### src/rtl/dla_pkg.sv
// dla_pkg: state encoding and default sizes shared by the capture readout logic.
package dla_pkg;
    localparam int ADDR_W    = 12;
    localparam int DATA_W    = 8;
    localparam int MAX_COUNT = 4096;
    typedef enum logic [2:0] {IDLE, ADDR, WAIT, SEND, FIN} state_t;
endpackage

### src/rtl/capture_readout.sv
// capture_readout: streams a window of capture memory out as a ready/valid byte stream.
// Define CAPTURE_READOUT_CHECKSUM_EN to append an XOR checksum beat after the samples.
module capture_readout #(
    parameter int ADDR_W = dla_pkg::ADDR_W,
    parameter int DATA_W = dla_pkg::DATA_W
) (
    input  logic              in_clk,
    input  logic              in_rst_n,
    input  logic              in_start,
    input  logic [ADDR_W-1:0] in_start_addr,
    input  logic [ADDR_W:0]   in_count,
    output logic [ADDR_W-1:0] out_mem_addr,
    input  logic [DATA_W-1:0] in_mem_data,
    output logic [DATA_W-1:0] out_data,
    output logic              out_valid,
    input  logic              in_ready,
    output logic              out_busy,
    output logic              out_done
);
    import dla_pkg::state_t, dla_pkg::IDLE, dla_pkg::ADDR, dla_pkg::WAIT, dla_pkg::SEND, dla_pkg::FIN;

    localparam logic [ADDR_W:0] MAX = {1'b1, {ADDR_W{1'b0}}};

    state_t            state, next;
    logic [ADDR_W-1:0] addr;
    logic [ADDR_W:0]   remaining, cnt_c;
    logic              accept, xfer, chk_phase;

    assign cnt_c        = (in_count > MAX) ? MAX : in_count;
    assign accept       = (state == IDLE) && in_start;
    assign xfer         = (state == SEND) && in_ready;
    assign out_mem_addr = addr;
    assign out_valid    = state == SEND;
    assign out_busy     = state != IDLE;
    assign out_done     = state == FIN;

`ifdef CAPTURE_READOUT_CHECKSUM_EN
    localparam state_t TAIL = SEND;
    logic [DATA_W-1:0] chk;
    logic              chk_beat;
    assign chk_phase = chk_beat;
`else
    localparam state_t TAIL = FIN;
    assign chk_phase = 1'b0;
`endif

    always_ff @(posedge in_clk)
        state <= !in_rst_n ? IDLE : next;

    // After the last sample, TAIL is either the checksum beat or FIN
    always_comb begin
        next = state;
        case (state)
            IDLE:    if (in_start) next = (cnt_c == '0) ? TAIL : ADDR;
            ADDR:    next = WAIT;
            WAIT:    next = SEND;
            SEND:    if (in_ready) next = chk_phase ? FIN : (remaining > 1) ? ADDR : TAIL;
            default: next = IDLE;
        endcase
    end

    always_ff @(posedge in_clk) begin
        if (!in_rst_n) begin
            addr      <= '0;
            remaining <= '0;
            out_data  <= '0;
`ifdef CAPTURE_READOUT_CHECKSUM_EN
            chk       <= '0;
            chk_beat  <= 1'b0;
`endif
        end else begin
            if (accept) begin
                addr      <= in_start_addr;
                remaining <= cnt_c;
`ifdef CAPTURE_READOUT_CHECKSUM_EN
                chk      <= '0;
                chk_beat <= cnt_c == '0;
                if (cnt_c == '0) out_data <= '0;
`endif
            end
            if (state == WAIT) out_data <= in_mem_data;
            if (xfer && !chk_phase) begin
                addr      <= addr + 1'b1;
                remaining <= remaining - 1'b1;
`ifdef CAPTURE_READOUT_CHECKSUM_EN
                chk <= chk ^ out_data;
                if (remaining == 1) begin
                    out_data <= chk ^ out_data;
                    chk_beat <= 1'b1;
                end
`endif
            end
        end
    end
endmodule

### config.mk
export PLATFORM = sky130hd
export DESIGN_NAME = capture_readout
export DESIGN_NICKNAME = d
export VERILOG_FILES = /design/src/rtl/dla_pkg.sv /design/src/rtl/capture_readout.sv
export SDC_FILE = /design/constraint.sdc
export NUM_CORES = 1
export LEC_CHECK = 0
export ABC_CLOCK_PERIOD_IN_PS = 1900
export CELL_PAD_IN_SITES_DETAIL_PLACEMENT = 0
export CELL_PAD_IN_SITES_GLOBAL_PLACEMENT = 1
export CORE_MARGIN = 3
export CORE_UTILIZATION = 30
export DETAILED_ROUTE_END_ITERATION = 10
export GPL_TIMING_DRIVEN = 0
export HOLD_SLACK_MARGIN = 0.15
export PLACE_DENSITY = 0.75
export SLEW_MARGIN = 20
export SYNTH_ARGS = -nofsm -noshare
export SYNTH_HDL_FRONTEND = slang
export SYNTH_SLANG_ARGS = --single-unit
### constraint.sdc
create_clock -name in_clk -period 1.9 [get_ports in_clk]
set_clock_uncertainty 0.2 [all_clocks]
set_input_delay 0.38 -clock in_clk [delete_from_list [all_inputs] [get_ports in_clk]]
set_output_delay 0.38 -clock in_clk [all_outputs]
set_load 0.1 [all_outputs]
==> metrics.md <==
| Metric | Value |
|---|---|
| Status | finished with violations |
| Failing checks | negative setup slack |
| Max-Cap Viols | 0 |
| DRC | 0 |
| Via density | 5.41 |
| Worst Path Required | 1.89 ns |
| Share of cells above drive strength 1 | 28.7% |
| Slew margin rel. | 62.6% |
| CTS Hold Buffers Added | 0 |
| Die ar. | 0.00751 mm2 |
| CP endpoint kind | flop |
| Post-synth top area share | 36.9% |
| 1st-iter DRT viols | 108 |
| TNS Setup | -0.0397 ns |
| Final max-slew violation count | 0 |
| FF+latch count, synth | 36 |
| Peak supply drop | 0.000461 V |
| Global route overflow | 0 |
| WS Path Type | in2reg |
| Vias in the first global route | 2188 |
| CTS buffer count | 5 |
| CP max FO | 2 |
| GRT Util Overall | 17.9% |
| Antenna diodes | 0 |
| Final WS setup | -0.0230 ns |
| Rows | 28 |
| Die X | 86.6 um |
| EDFF count, synth | 0 |
| Synth top area cells | dfxtp_1, a21oi_1, nand2_1 |
| Synth async-reset ratio | 0% |
| CTS root buf | clkbuf_8 |
| Final wirelength | 6340 um |
| Syn. warnings | 0 |
| Post-synth top flop | dfxtp_1 |
| Worst Reg2Reg Path Length in Cells | 4 |
| Worst hold path type | reg2reg |
| Mapped Cells | 244 |
| Top-count cell post-synth | dfxtp_1 |
| Mean post-synth cell area | 7.99 um2 |
| Final net count | 360 |
| Total power | 2.63 mW |
| Clk buf depth | 2 |
| Clock sink count | 36 |
| I/O Buffers | 59 |
| Largest net degree at the start of global routing | 13 |
| DR WL/cell | 16.0 um |
| Sequential fraction of the synthesis area | 36.9% |
| CTS H-tree lvls | 2 |
| Period utilisation layout | 101% |
| Pwr/cell area | 844 mW/mm2 |
| Synth Cell Area | 0.00195 mm2 |
| Setup repair after global routing missed its margin | true |
| Initial antenna violation count | 0 |
| Leading area contributor after synthesis | dfxtp_1 |
| R2R setup slack | 0 ns |
| Final ANT Viol Nets | 0 |
| CTS tree | done |
| Die H | 86.6 um |
| Post-synth net total | 284 |
| Library cells used by synthesis | 49 |
| Final standard cell area without fillers | 0.00311 mm2 |
| Hold path depth | 2 |
| Most frequent cells after synthesis | dfxtp_1, nand2_1, a21oi_1 |
| Via Count | 2143 |
| CP Launch Type | input port |
| DP Area | 0.00270 mm2 |
| GP Congestion | 0.824 |
| First-pass GRT wire length | 10700 um |
| Fmax | 520 MHz |
| I/O Pins | 60 |
| CP Data Arrival Time | 1.91 ns |
| Post-detail-place hpwl | 4480 um |
| Layout Area Growth over Synthesis | 59.6% |
| Fin. Hold Viols | 0 |
| Leak pwr | 1.13 nW |
| Initial Util | 32.0% |
| Clock transition at the registers of the reported paths | 0.08 ns |
| Filler cells | 611 |
| Worst skew pair latency | 0.29 ns |
| Core area | 0.00610 mm2 |
| Minimum clock period | 1.92 ns |
| Setup violations, final | 2 |
| First drt pass iteration count | 4 |
| Worst slew pin tran | 0.564 ns |
## flip-flops by register name, indices dropped and copies added, names as in the netlist
signal        count
remaining        13
out_mem_addr     12
out_data          8
state             3
## logic make-up (layout without fill, tap and decap cells)
family                   count (synthesis)  count (layout)  share of synthesized area [%]
AO/OA/AOI/OAI                           71              71                           24.1
AND/OR/NAND/NOR                        108             108                           30.6
multiplexers                             2               2                           1.09
adder cells (fa/ha/maj)                  3               3                           1.92
flip-flops                              36              36                           36.9
buffers and inverters                   24             101                           5.39
## where the power goes
| part | switching, mW | internal, mW | leakage [nW] |
|---|---|---|---|
| clock | 0.300 | 0.657 | 0.0784 |
| sequential | 0.0580 | 0.810 | 0.303 |
| combinational | 0.513 | 0.288 | 0.752 |
| total | 0.871 | 1.76 | 1.13 |
## metal layers
layer | vias to the layer above | global-route usage [%] | share of wire (%)
li1 | 1075 | - | -
met1 | 1008 | 24.5 | 46
met2 | 49 | 28.0 | 47
met3 | 11 | 3.90 | 4.9
met4 | 0 | 5.81 | 1.7
met5 | - | 0 | 0
## repair_timing
| action | in CTS | in global routing |
|---|---|---|
| gates resized for setup | 126 | 13 |
| pin swaps | 9 | 5 |
| setup buffers | 10 | 2 |
| endpoints found under the setup margin | 50 | 18 |
## final timing paths
| check | startpoint | endpoint |
|---|---|---|
| min reg2reg | out_data[6]$_SDFFE_PN0P_ | out_data[6]$_SDFFE_PN0P_ |
| max | in_count[10] | state[2]$_SDFFE_PN0P_ |
| max reg2reg | remaining[6]$_SDFFE_PN0P_ | state[2]$_SDFFE_PN0P_ |
| min | out_data[6]$_SDFFE_PN0P_ | out_data[6]$_SDFFE_PN0P_ |
## per-stage QoR
stage	hold slack (ns)	cells	util (%)	setup slack, ns
after global routing	0.282	396	51.1	-0.0754
after detailed placement	0.248	378	44.3	-0.935
after CTS	0.261	394	50.1	-0.0474
after floorplan	0.272	244	-	-0.0787
final	0.259	396	51.1	-0.0230
after global placement	0.245	378	44.3	-0.884
## critical path, stage by stage
cell,delay (ns)
dlygate4sd2_1,0.27
nor4_4,0.34
nand3_2,0.14
or3_1,0.43
a2111oi_4,0.34
## layout by cell type (no fill, tap or decap), drive strengths merged, types with 3 or more instances in the layout
master	instances
o31a	3
a2bb2oi	3
a22oi	3
nand2	31
o211ai	6
clkdlybuf4s15	20
ha	3
dlygate4sd2	15
inv	7
a31oi	11
a32oi	3
o21ai	7
and3	5
nor4	8
bufinv	3
clkdlybuf4s50	21
nand4	3
buf	23
nor2	14
or3	9
or4	4
dfxtp	36
clkbuf	11
a21oi	24
nand3	18
## final cells by class
type / count / area (um2) / share of cell area (%)
plain buffers: 14 / 121 / 3.90
clock buffers: 5 / 68.8 / 2.21
clock inverters: 3 / 90.1 / 2.89
inverters: 8 / 30.0 / 0.965
multi-input cells: 184 / 1240 / 39.9
flip-flops and latches: 36 / 758 / 24.4
well taps: 75 / 93.8 / 3.01
repair buffers: 71 / 708 / 22.7
(Power assumes the default switching activity.)
